### config.mk
export PLATFORM = sky130hd
export DESIGN_NAME = hilo_div_ctrl
export DESIGN_NICKNAME = d
export VERILOG_FILES = /design/src/rtl/hilo_div_ctrl.sv
export SDC_FILE = /design/constraint.sdc
export NUM_CORES = 1
export LEC_CHECK = 0
export CORE_MARGIN = 2
export CORE_UTILIZATION = 50
export CTS_BUF_LIST = sky130_fd_sc_hd__clkbuf_4 sky130_fd_sc_hd__clkbuf_8
export DETAILED_ROUTE_END_ITERATION = 8
export GPL_TIMING_DRIVEN = 0
export PLACE_DENSITY = 0.71
export RECOVER_POWER = 25
export SLEW_MARGIN = 20
export SYNTH_ARGS = -nofsm -noshare
export SYNTH_HDL_FRONTEND = slang
export SYNTH_SLANG_ARGS = --single-unit
### constraint.sdc
create_clock -name clk -period 6.4 [get_ports clk]
set_input_delay 0.96 -clock clk [delete_from_list [all_inputs] [get_ports clk]]
set_output_delay 0.96 -clock clk [all_outputs]
set_load 0.02 [all_outputs]
### src/rtl/hilo_div_ctrl.sv
// -----------------------------------------------------------------------------
// hilo_div_ctrl
//   Multi-cycle restoring divider that owns the HI/LO result registers of a
//   MIPS-style pipeline. It supports DIV (signed) and DIVU (unsigned).
//
//   The divider works on magnitudes. The quotient and remainder signs are
//   fixed up after the 32 shift-subtract steps. When the divisor is zero, the
//   iterations are skipped: lo is set to all ones and hi to the raw dividend.
//
// Ports
//   clk     : clock, rising edge
//   rst_n   : asynchronous active-low reset
//   start   : division request (accepted only in IDLE or DONE)
//   sign    : 1 = DIV (signed), 0 = DIVU (unsigned)
//   a, b    : dividend / divisor, sampled with start
//   rd_req  : pipeline wants MFHI/MFLO this cycle
//   busy    : division in progress (SETUP, ITER, FIXUP)
//   done    : one-cycle pulse, hi/lo hold the new result
//   stall   : rd_req AND busy (combinational)
//   hi, lo  : remainder / quotient registers
// -----------------------------------------------------------------------------
module hilo_div_ctrl #(
    parameter int WIDTH = 32
) (
    input  logic             clk,
    input  logic             rst_n,
    input  logic             start,
    input  logic             sign,
    input  logic [WIDTH-1:0] a,
    input  logic [WIDTH-1:0] b,
    input  logic             rd_req,
    output logic             busy,
    output logic             done,
    output logic             stall,
    output logic [WIDTH-1:0] hi,
    output logic [WIDTH-1:0] lo
);

    localparam int            CW   = $clog2(WIDTH);
    localparam logic [CW-1:0] LAST = CW'(WIDTH - 1);

    typedef enum logic [2:0] {
        IDLE  = 3'd0,
        SETUP = 3'd1,
        ITER  = 3'd2,
        FIXUP = 3'd3,
        DONE  = 3'd4
    } state_t;

    // Two's-complement negation, truncated to WIDTH bits.
    function automatic logic [WIDTH-1:0] negate(input logic [WIDTH-1:0] v);
        return ~v + {{(WIDTH-1){1'b0}}, 1'b1};
    endfunction

    state_t             state_r;
    state_t             state_next_s;
    logic [CW-1:0]      cnt_r;
    logic               sign_r;
    logic [WIDTH-1:0]   a_r;
    logic [WIDTH-1:0]   b_r;
    logic [WIDTH-1:0]   quot_r;   // dividend bits shift out as quotient bits shift in
    logic [WIDTH-1:0]   divs_r;   // divisor magnitude
    logic [WIDTH:0]     rem_r;    // one spare bit so the shift never overflows
    logic [WIDTH-1:0]   hi_r;
    logic [WIDTH-1:0]   lo_r;
    logic               busy_r;
    logic               done_r;

    logic               a_neg_s;
    logic               b_neg_s;
    logic [WIDTH-1:0]   abs_a_s;
    logic [WIDTH-1:0]   abs_b_s;
    logic [WIDTH:0]     shift_s;
    logic [WIDTH:0]     diff_s;
    logic               q_bit_s;

    // Operand signs and magnitudes; negation only applies to signed division.
    always_comb begin
        a_neg_s = sign_r & a_r[WIDTH-1];
        b_neg_s = sign_r & b_r[WIDTH-1];
        if (a_neg_s) begin
            abs_a_s = negate(a_r);
        end else begin
            abs_a_s = a_r;
        end
        if (b_neg_s) begin
            abs_b_s = negate(b_r);
        end else begin
            abs_b_s = b_r;
        end
    end

    // One restoring step. A clear borrow bit means the divisor fits,
    // so this quotient bit is 1.
    always_comb begin
        shift_s = {rem_r[WIDTH-1:0], quot_r[WIDTH-1]};
        diff_s  = shift_s - {1'b0, divs_r};
        q_bit_s = ~diff_s[WIDTH];
    end

    // Next-state logic.
    always_comb begin
        state_next_s = state_r;
        case (state_r)
            IDLE: begin
                if (start) begin
                    state_next_s = SETUP;
                end else begin
                    state_next_s = IDLE;
                end
            end
            SETUP: begin
                if (b_r == {WIDTH{1'b0}}) begin
                    state_next_s = DONE;
                end else begin
                    state_next_s = ITER;
                end
            end
            ITER: begin
                if (cnt_r == LAST) begin
                    state_next_s = FIXUP;
                end else begin
                    state_next_s = ITER;
                end
            end
            FIXUP: begin
                state_next_s = DONE;
            end
            DONE: begin
                if (start) begin
                    state_next_s = SETUP;
                end else begin
                    state_next_s = IDLE;
                end
            end
            default: begin
                state_next_s = IDLE;
            end
        endcase
    end

    // State register plus registered busy/done decoded from the next state.
    always_ff @(posedge clk or negedge rst_n) begin
        if (!rst_n) begin
            state_r <= IDLE;
            busy_r  <= 1'b0;
            done_r  <= 1'b0;
        end else begin
            state_r <= state_next_s;
            busy_r  <= (state_next_s == SETUP) || (state_next_s == ITER) ||
                       (state_next_s == FIXUP);
            done_r  <= (state_next_s == DONE);
        end
    end

    // Datapath: operand capture, iteration, sign fix-up and result write.
    always_ff @(posedge clk or negedge rst_n) begin
        if (!rst_n) begin
            cnt_r  <= {CW{1'b0}};
            sign_r <= 1'b0;
            a_r    <= {WIDTH{1'b0}};
            b_r    <= {WIDTH{1'b0}};
            quot_r <= {WIDTH{1'b0}};
            divs_r <= {WIDTH{1'b0}};
            rem_r  <= {(WIDTH+1){1'b0}};
            hi_r   <= {WIDTH{1'b0}};
            lo_r   <= {WIDTH{1'b0}};
        end else begin
            case (state_r)
                IDLE, DONE: begin
                    // hi/lo are left alone so a restart from DONE keeps
                    // the result being presented.
                    if (start) begin
                        a_r    <= a;
                        b_r    <= b;
                        sign_r <= sign;
                    end
                end
                SETUP: begin
                    quot_r <= abs_a_s;
                    divs_r <= abs_b_s;
                    rem_r  <= {(WIDTH+1){1'b0}};
                    cnt_r  <= {CW{1'b0}};
                    if (b_r == {WIDTH{1'b0}}) begin
                        // Divide by zero: raw dividend into hi, regardless of sign.
                        hi_r <= a_r;
                        lo_r <= {WIDTH{1'b1}};
                    end
                end
                ITER: begin
                    if (q_bit_s) begin
                        rem_r <= diff_s;
                    end else begin
                        rem_r <= shift_s;
                    end
                    quot_r <= {quot_r[WIDTH-2:0], q_bit_s};
                    cnt_r  <= cnt_r + {{(CW-1){1'b0}}, 1'b1};
                end
                FIXUP: begin
                    // 0x80000000 / -1 wraps back to 0x80000000 here.
                    if (a_neg_s ^ b_neg_s) begin
                        lo_r <= negate(quot_r);
                    end else begin
                        lo_r <= quot_r;
                    end
                    // The remainder takes the sign of the dividend.
                    if (a_neg_s) begin
                        hi_r <= negate(rem_r[WIDTH-1:0]);
                    end else begin
                        hi_r <= rem_r[WIDTH-1:0];
                    end
                end
                default: begin
                    cnt_r <= cnt_r;
                end
            endcase
        end
    end

    assign busy  = busy_r;
    assign done  = done_r;
    assign hi    = hi_r;
    assign lo    = lo_r;
    assign stall = rd_req & busy_r;

endmodule

==> reports/results.tsv <==
metric	value	unit
outcome	complete, but fails checks	
failing checks	max-capacitance violations, max-slew violations	
Final Max Tran Viols	40	
worst-path cell chain	nor4_1 -> nand2_1 -> nor3_1 -> nand4_1 -> nor4_2 -> buf_2 -> buf_2 -> nor3_1 -> a21oi_1	
H-tree depth	2	
clock sink count	235	
Detail Route Antenna Nets	0	
DP HPWL	31500	um
Worst Hold Class	flip-flop to flip-flop	
worst-skew pair later-pin latency	0.57	ns
final WL	40900	um
IO Pins	136	
CP Class	flip-flop to flip-flop	
Synth Instances	1514	
# diodes	0	
dominant cell type by area after synthesis	dfrtp_1	
vias in the first global route	11900	
Avg Inst Size Synth	9.11	um2
Leak	0.00704	uW
layout filler cell count	2360	
Global Route Usage Sum	0.289	
Worst Skew	0.0242	ns
period utilization	0.614	
Post-CTS Setup Inserts	0	
fin crit period	3.93	ns
Area contributors post-synth	dfrtp_1 43%, o21ai_0 5.4%, nand2_1 5.1%	
Max FO, Critical Path	10	
Worst Hold Slack	0.475	ns
Layout Nets	1805	
RSZ-0062 raised after global routing	false	
Max Fclk	0.254	GHz
area grow syn2layout	20.5	%
vias per cell	5.91	
Slowest cell on crit path	nor4_2	
Worst slew margin	-0.716	
Routability Congestion	0.940	
TritonCTS Buffers	43	
register area share after synthesis	0.426	
die width	170	um
layout cells sized above 1	0.0949	
# DRC	0	
grt ovf	0	
worst-margin pin slew	2.57	ns
CTS tree	done	
clock-pin slew on the worst setup and hold paths	0.06	ns
Iteration-0 DRC Markers	1072	
max cap viols	1	
synth unique cells	72	
endpoints failing hold	0	
drt first pass iters	5	
Peak VDD IR	0.280	mV
Via Count	12200	
CTS max path bufs	3	
die footprint	28900	um2
first-pass GRT wire length	65600	um
clock root buffer	clkbuf_8	
Post-CTS Resized	0	
WL per Instance	19.8	um
Initial Util	0.510	
largest net degree at the start of global routing	73	
dpl cells	1993	
Buffers on Ports	135	
CP endpoint kind	flip-flop	
# hold bufs at CTS	0	
P per Cell Area	614	nW/um2
Worst Path Arrival	4.42	ns
Cell Area, Synth	13800	um2
Worst setup SP type	flip-flop	
Largest stage delay, worst path	0.85	ns
post-route insts no fill	2069	
CP Data Required Time	6.89	ns
top cell type's share of synthesized area	0.426	
number of synthesized flops with an enable pin	0	
antenna violations before repair	0	
yosys warns	0	
commonest non-fill, non-tap cells in the layout	235 x dfrtp_1, 189 x nand2_1, 149 x o21ai_0	
leading cell type in the layout, fill and taps excluded	dfrtp_1	
FF+latch count, synth	235	
predominant post-synthesis flop cell	dfrtp_1	
Mapped Nets	1622	
Synth async-reset ratio	1.00	
row count	60	
core area	27000	um2
die height	170	um
# setup viols final	0	
==> critical path, delay by kind of cell (launching register included) <==
family                 cells  cell delay (ns)
and+or+nand+nor            6             2.47
AOI/OAI and AO/OA          1             0.15
DFF                        1             0.45
buffers and inverters      2             0.77
==> metrics by stage <==
step                      setup TNS [ns]  instance area (um2)  utilization  power, uW  setup slack, ns
after global placement          -1307.17                15600        0.576       8400            -5.58
after detailed placement               0                15700        0.579       8540             2.59
after floorplan                        0                13800            -       6740             3.47
after CTS                              0                16600        0.615      10200             2.55
final                                  0                16600        0.615      10200             2.47
after global routing                   0                16600        0.615      11000             2.17
==> synth_stat cells (10+ instances only) <==
master / count
dfrtp_1: 235
nor4_1: 15
nor3_1: 38
ha_1: 38
o21ai_1: 40
o21ai_0: 149
and3_1: 10
a22oi_1: 27
o31ai_1: 19
or4_1: 11
clkbuf_1: 78
nand3_1: 14
nor2_1: 99
a31oi_1: 47
xor2_1: 65
a21o_1: 11
and2_1: 10
xnor2_1: 73
nand2_1: 189
mux2_2: 60
mux2i_1: 29
or3_1: 13
a21oi_1: 67
inv_1: 60
==> final timing paths <==
path                                  from          to  slack (ns)  cells past startpoint
worst max-delay path                b_r[2]      lo[13]        2.47                      9
worst min-delay path            divs_r[25]  divs_r[25]        0.47                      2
worst max register to register      b_r[2]      lo[13]        2.47                      9
worst min register to register  divs_r[25]  divs_r[25]        0.47                      2
max in group asynchronous            rst_n      lo[19]        3.59                      3
min in group asynchronous            rst_n      a_r[2]        1.21                      1
==> registers in the layout (all words and copies together), names as in the netlist <==
name and cells:
hi 32, lo 32, done 1, cnt_r 5, sign_r 1, rem_r 32
busy 1, state_r 3, divs_r 32, a_r 32, quot_r 32, b_r 32
==> routing by layer <==
layer | global-route usage | vias to the layer above | share of wire
met5 | 0 | - | 0
met4 | 0.110 | 0 | 0.034
met3 | 0.0672 | 89 | 0.088
met2 | 0.441 | 495 | 0.44
met1 | 0.400 | 5861 | 0.44
li1 | - | 5793 | -
==> cells by family after synthesis <==
logic type | share of synthesized area
mux | 0.0717
simple gates | 0.152
buf+inv | 0.0405
compound gates | 0.186
fa+ha+maj | 0.0359
flops | 0.426
xor+xnor | 0.0876
==> cell type report <==
| class | instances | area (um2) | share of cell area |
|---|---|---|---|
| Clock inverter | 5 | 81.3 | 0.00489 |
| Buffer | 87 | 333 | 0.0200 |
| Tap cell | 341 | 427 | 0.0257 |
| Multi-Input combinational cell | 1132 | 7360 | 0.443 |
| Timing Repair Buffer | 138 | 1430 | 0.0859 |
| Inverter | 60 | 225 | 0.0135 |
| Sequential cell | 235 | 5880 | 0.354 |
| Clock buffer | 71 | 890 | 0.0535 |
==> power breakdown <==
part           switching, uW  total [uW]  leakage (uW)  internal, uW
logic                   3200        5600       0.00365          2390
registers                835        3020       0.00287          2190
clock network            638        1590      0.000511           955
No activity file was read; power rests on OpenSTA's default activity.
==> patch 1, RTL diff (same flow settings) <==
The 5 states of `state_t` get a one-hot encoding in 5 bits.
--- a/src/rtl/hilo_div_ctrl.sv
+++ b/src/rtl/hilo_div_ctrl.sv
@@ -40,10 +40,10 @@
     localparam logic [CW-1:0] LAST = CW'(WIDTH - 1);
 
-    typedef enum logic [2:0] {
-        IDLE  = 3'd0,
-        SETUP = 3'd1,
-        ITER  = 3'd2,
-        FIXUP = 3'd3,
-        DONE  = 3'd4
+    typedef enum logic [4:0] {
+        IDLE  = 5'b00001,
+        SETUP = 5'b00010,
+        ITER  = 5'b00100,
+        FIXUP = 5'b01000,
+        DONE  = 5'b10000
     } state_t;
 
Formal check against the unedited RTL: no difference found for any inputs over 4 cycles, from zero or initial values and one cycle with rst_n low; so few cycles prove little.
==> patch 1 against the original RTL <==
The flow still finishes with violations (capacitance limit, slew limit). Sequential cell count up 2. First-iteration DRC count down 8.9%. Cell area up 0.64%. Critical path depth up 3. Via count up 4.2%. Total power down 14%. Setup slack better by 0.11 ns. Wire length up 8.6%. Synthesized area up 1.2%. Critical endpoint is now rem_r[18]. Largest power group unchanged.
==> patch 1: results <==
metrics = {
    "run_status": {
        "outcome": "complete, but fails checks",
        "violations": "capacitance limit, slew limit",
    },
    "place": {
        "place_area_um2": 15800,
        "portBuffers": 135,
        "dpl.hpwl_mm": 34.2,
        "gp_congestion": 0.997,
    },
    "cells_and_area": {
        "layout.nets": 1940,
        "drive_gt1_share_pct": 6.29,
        "antennaDiodeCount": 0,
    },
    "clocking": {
        "htreeDepth": 2,
        "cts_resized": 0,
        "postCtsSetupBuffers": 0,
        "cts-root-buf": "clkbuf_8",
        "cts_buffers": 42,
        "clockBufferDepth": 3,
        "clk_latency_ns": 0.56,
    },
    "yosys": {
        "ys_top_cells_by_count": "nand2_1, dfrtp_1, o21ai_0, a21oi_1, nor2_1",
        "synth_warnings": 0,
        "muxShareOfSynthArea_pct": 1.23,
        "synth_area_leaders": "dfrtp_1, nand2_1, o21ai_0, xnor2_1, a21oi_1",
        "synth_nets": 1759,
        "yosysMostFrequentCell": "nand2_1",
        "synth-compound-area-share_pct": 19.0,
        "synth_ff_type": "dfrtp_1",
        "synthArstFlopShare_pct": 100,
        "synth-adder-area-share_pct": 3.55,
        "seq_area_frac_synth_pct": 42.5,
        "synth_cell_types": 76,
        "synthXorXnorAreaFrac_pct": 8.72,
    },
    "hold_path": {
        "hold_depth": 2,
        "hold_end": "divs_r[17]",
        "hp-start": "divs_r[17]",
        "min_path_type": "reg2reg",
    },
    "critical_path": {
        "critPathArrivalTime_ns": 4.27,
        "cp_max_fo": 10,
        "reg2reg_slack_ns": 2.58,
        "cp-startpoint": "rem_r[8]",
        "rr_endpoint": "rem_r[18]",
        "r2r_cells": 12,
    },
    "grt": {
        "grt_max_degree": 101,
        "antenna_found_initial": 1,
        "grt_pass1_wl_mm": 69.4,
        "grt_util_all_layers_pct": 31.2,
        "grt_pass1_vias": 12433,
    },
    "power_and_ir_drop": {
        "leakagePower_nw": 7.46,
        "switching_share_pct": 47.4,
        "vdd_drop_max_mv": 0.279,
    },
    "timing": {
        "tns_ns": 0,
        "drv_slew": 62,
        "finClkSkew_ns": 0.0274,
        "fin_crit_sh_pct": 59.7,
        "holdWs_ns": 0.474,
        "tightestPinTransition_ns": 3.59,
    },
    "drt": {
        "num_vias": 12749,
        "drt_iter0_markers": 977,
        "wl_per_cell_um": 19.8,
        "firstDrtPassIters": 6,
    },
    "run": {
        "cap_violations": 1,
    },
}
## patch 1: changes by cell type after synthesis, moves of 11 or more
cell      delta
nand2_1    +147
mux2i_1     -13
nand3_1     +31
o211ai_1    +14
o21ai_0     +11
clkbuf_1    -15
o21ai_1     -36
a21oi_1     +51
a31oi_1     -23
nor2_1      -16
mux2_2      -59
## patch 1: cells by family after synthesis
| kind of cell | Yosys count |
|---|---|
| xor+xnor | 139 |
| buf+inv | 146 |
| fa+ha+maj | 39 |
| simple gates | 629 |
| mux | 17 |
| compound gates | 444 |
| flops | 237 |
## patch 1: layout make-up
type	instances	area, µm²
buffer	91	380
inverter	55	206
multi-input combinational	1268	7440
tap	378	473
clock inverter	6	55.1
clock buffer	67	841
timing repair buffer	137	1400
fill	2510	10900
sequential	237	5930
## patch 1: power by group through the flow
stage / clock [mW] / sequential [mW] / combinational (mW)
2_1_floorplan: 0 / 2.41 / 3.47
3_3_place_gp: 0 / 2.66 / 4.54
3_5_place_dp: 0 / 2.68 / 4.59
4_1_cts: 1.51 / 2.65 / 4.61
5_1_grt: 1.58 / 2.74 / 5.18
6_report: 1.49 / 2.69 / 4.64
## patch 1: stage by stage
step	utilization, %	instances	power (mW)
floorplan	-	1651	5.88
global placement	57.1	2164	7.20
detailed placement	57.4	2166	7.27
CTS	60.6	2239	8.77
global route	60.6	2239	9.50
finish	60.6	2239	8.82
## patch 1: how the worst max path moves through the flow
stage / end
4_1_cts: rem_r[18]
5_1_grt: hi[31]
3_5_place_dp: rem_r[27]
3_3_place_gp: b_r[30]
6_report: rem_r[18]
2_1_floorplan: rem_r[23]
## patch 1: worst max-delay path, stage by stage, from the launching register on
cell       delay, ns
dfrtp_1         0.49
ha_1            0.32
buf_2           0.18
nand4_2         0.16
or3_1           0.36
a21oi_2         0.21
o2111ai_1       0.24
and3_1          0.25
nor3_1          0.37
buf_2           0.31
buf_2           0.29
nand2_1         0.24
o21ai_0         0.27
## patch 1: per-layer routing
layer / vias up / GRT usage (%) / routed length, µm
li1: 6149 / - / -
met1: 5993 / 38.3 / 17900
met2: 466 / 52.8 / 21200
met3: 139 / 4.19 / 2600
met4: 2 / 17.6 / 2670
met5: - / 0 / 10
==> patch 2, RTL diff (config.mk and constraints unchanged) <==
Without the edit above. The parameter `WIDTH` goes from 32 to 16.
--- a/src/rtl/hilo_div_ctrl.sv
+++ b/src/rtl/hilo_div_ctrl.sv
@@ -21,5 +21,5 @@
 // -----------------------------------------------------------------------------
 module hilo_div_ctrl #(
-    parameter int WIDTH = 32
+    parameter int WIDTH = 16
 ) (
     input  logic             clk,
Interface: changed (resized a, b, hi and lo); port bits go from 136 to 72. The function was not compared with the original's and may differ.
==> patch 2 against the original RTL <==
The run still ends with capacitance limit, slew limit left. Setup slack improved by 0.74 ns. Sequential cell count down 113. Fmax grew 23%. Clock power shrank 59%. Worst hold slack improved by 0.0087 ns. Wire length shrank 56%. Cell area shrank 51%. Synthesized area down 50%. Sequential power fell by 49%. Count of clock-buffer cells in the layout decreased by 50. Total power fell by 50%.
==> patch 2: results <==
metrics = {
    "yosys": {
        "synth_cell_types": 60,
        "synth_cells": 715,
        "synth_area_leaders": "dfrtp_1, o21ai_0, xnor2_1, nand2_1, mux2_2",
        "seq_area_frac_synth_pct": 44.4,
        "synth-compound-area-share_pct": 19.5,
    },
    "run": {
        "cap_violations": 1,
    },
    "critical_path": {
        "r2r_cells": 11,
        "critPathMaxStageDelay_ns": 2.07,
        "r2r_start": "quot_r[15]",
        "critPathArrivalTime_ns": 3.09,
        "reg2reg_slack_ns": 3.25,
        "critical_path.endpoint": "hi[7]",
        "cp_slowest_cell": "clkbuf_1",
    },
    "timing": {
        "maxSlewHeadroom_pct": -99.1,
        "holdWs_ns": 0.483,
        "drv_slew": 55,
    },
    "place": {
        "gp_congestion": 0.915,
        "pre_cts_ws_ns": 2.93,
    },
    "power_and_ir_drop": {
        "leakagePower_nw": 3.46,
    },
    "cells_and_area": {
        "drive_gt1_share_pct": 9.89,
        "layout.cells.non_filler": 995,
    },
    "grt": {
        "met1_usage_pct": 35.3,
        "met3_usage_pct": 6.58,
        "grt_max_degree": 69,
    },
    "clocking": {
        "cts_buffers": 17,
    },
    "run_status": {
        "outcome": "complete, but fails checks",
        "violations": "capacitance limit, slew limit",
    },
    "hold_path": {
        "hold_end": "divs_r[2]",
        "hp-start": "divs_r[2]",
    },
}
patch 2: cell type report:
cell class                 instances  area (µm²)  area share [%]
timing repair buffer              72         732            8.91
clock inverter                    11        96.3            1.17
clock buffer                      21         283            3.44
tap                              176         220            2.68
buffer                            34         171            2.09
inverter                          30         113            1.37
sequential                       122        3050            37.2
multi-input combinational        529        3540            43.1
patch 2: logic make-up (layout without fill, tap and decap cells):
logic type      Yosys count  in the layout
buf+inv                  64            168
fa+ha+maj                22             22
compound gates          215            215
flops                   122            122
mux                      44             44
simple gates            180            180
xor+xnor                 68             68
patch 2: layer usage:
metal  vias to the layer above  part of all wire, %
met5                         -                    0
met1                      2752                   46
met2                       167                   47
met3                        29                  6.0
li1                       2718                    -
met4                         0                  1.5
patch 2: power by group through the flow:
stage,Combinational (mW),Clock (mW),Sequential (mW)
floorplan,1.98,0,1.55
global placement,2.77,0,1.53
detailed placement,2.84,0,1.56
CTS,2.86,0.664,1.54
global route,3.17,0.701,1.60
finish,2.86,0.658,1.55
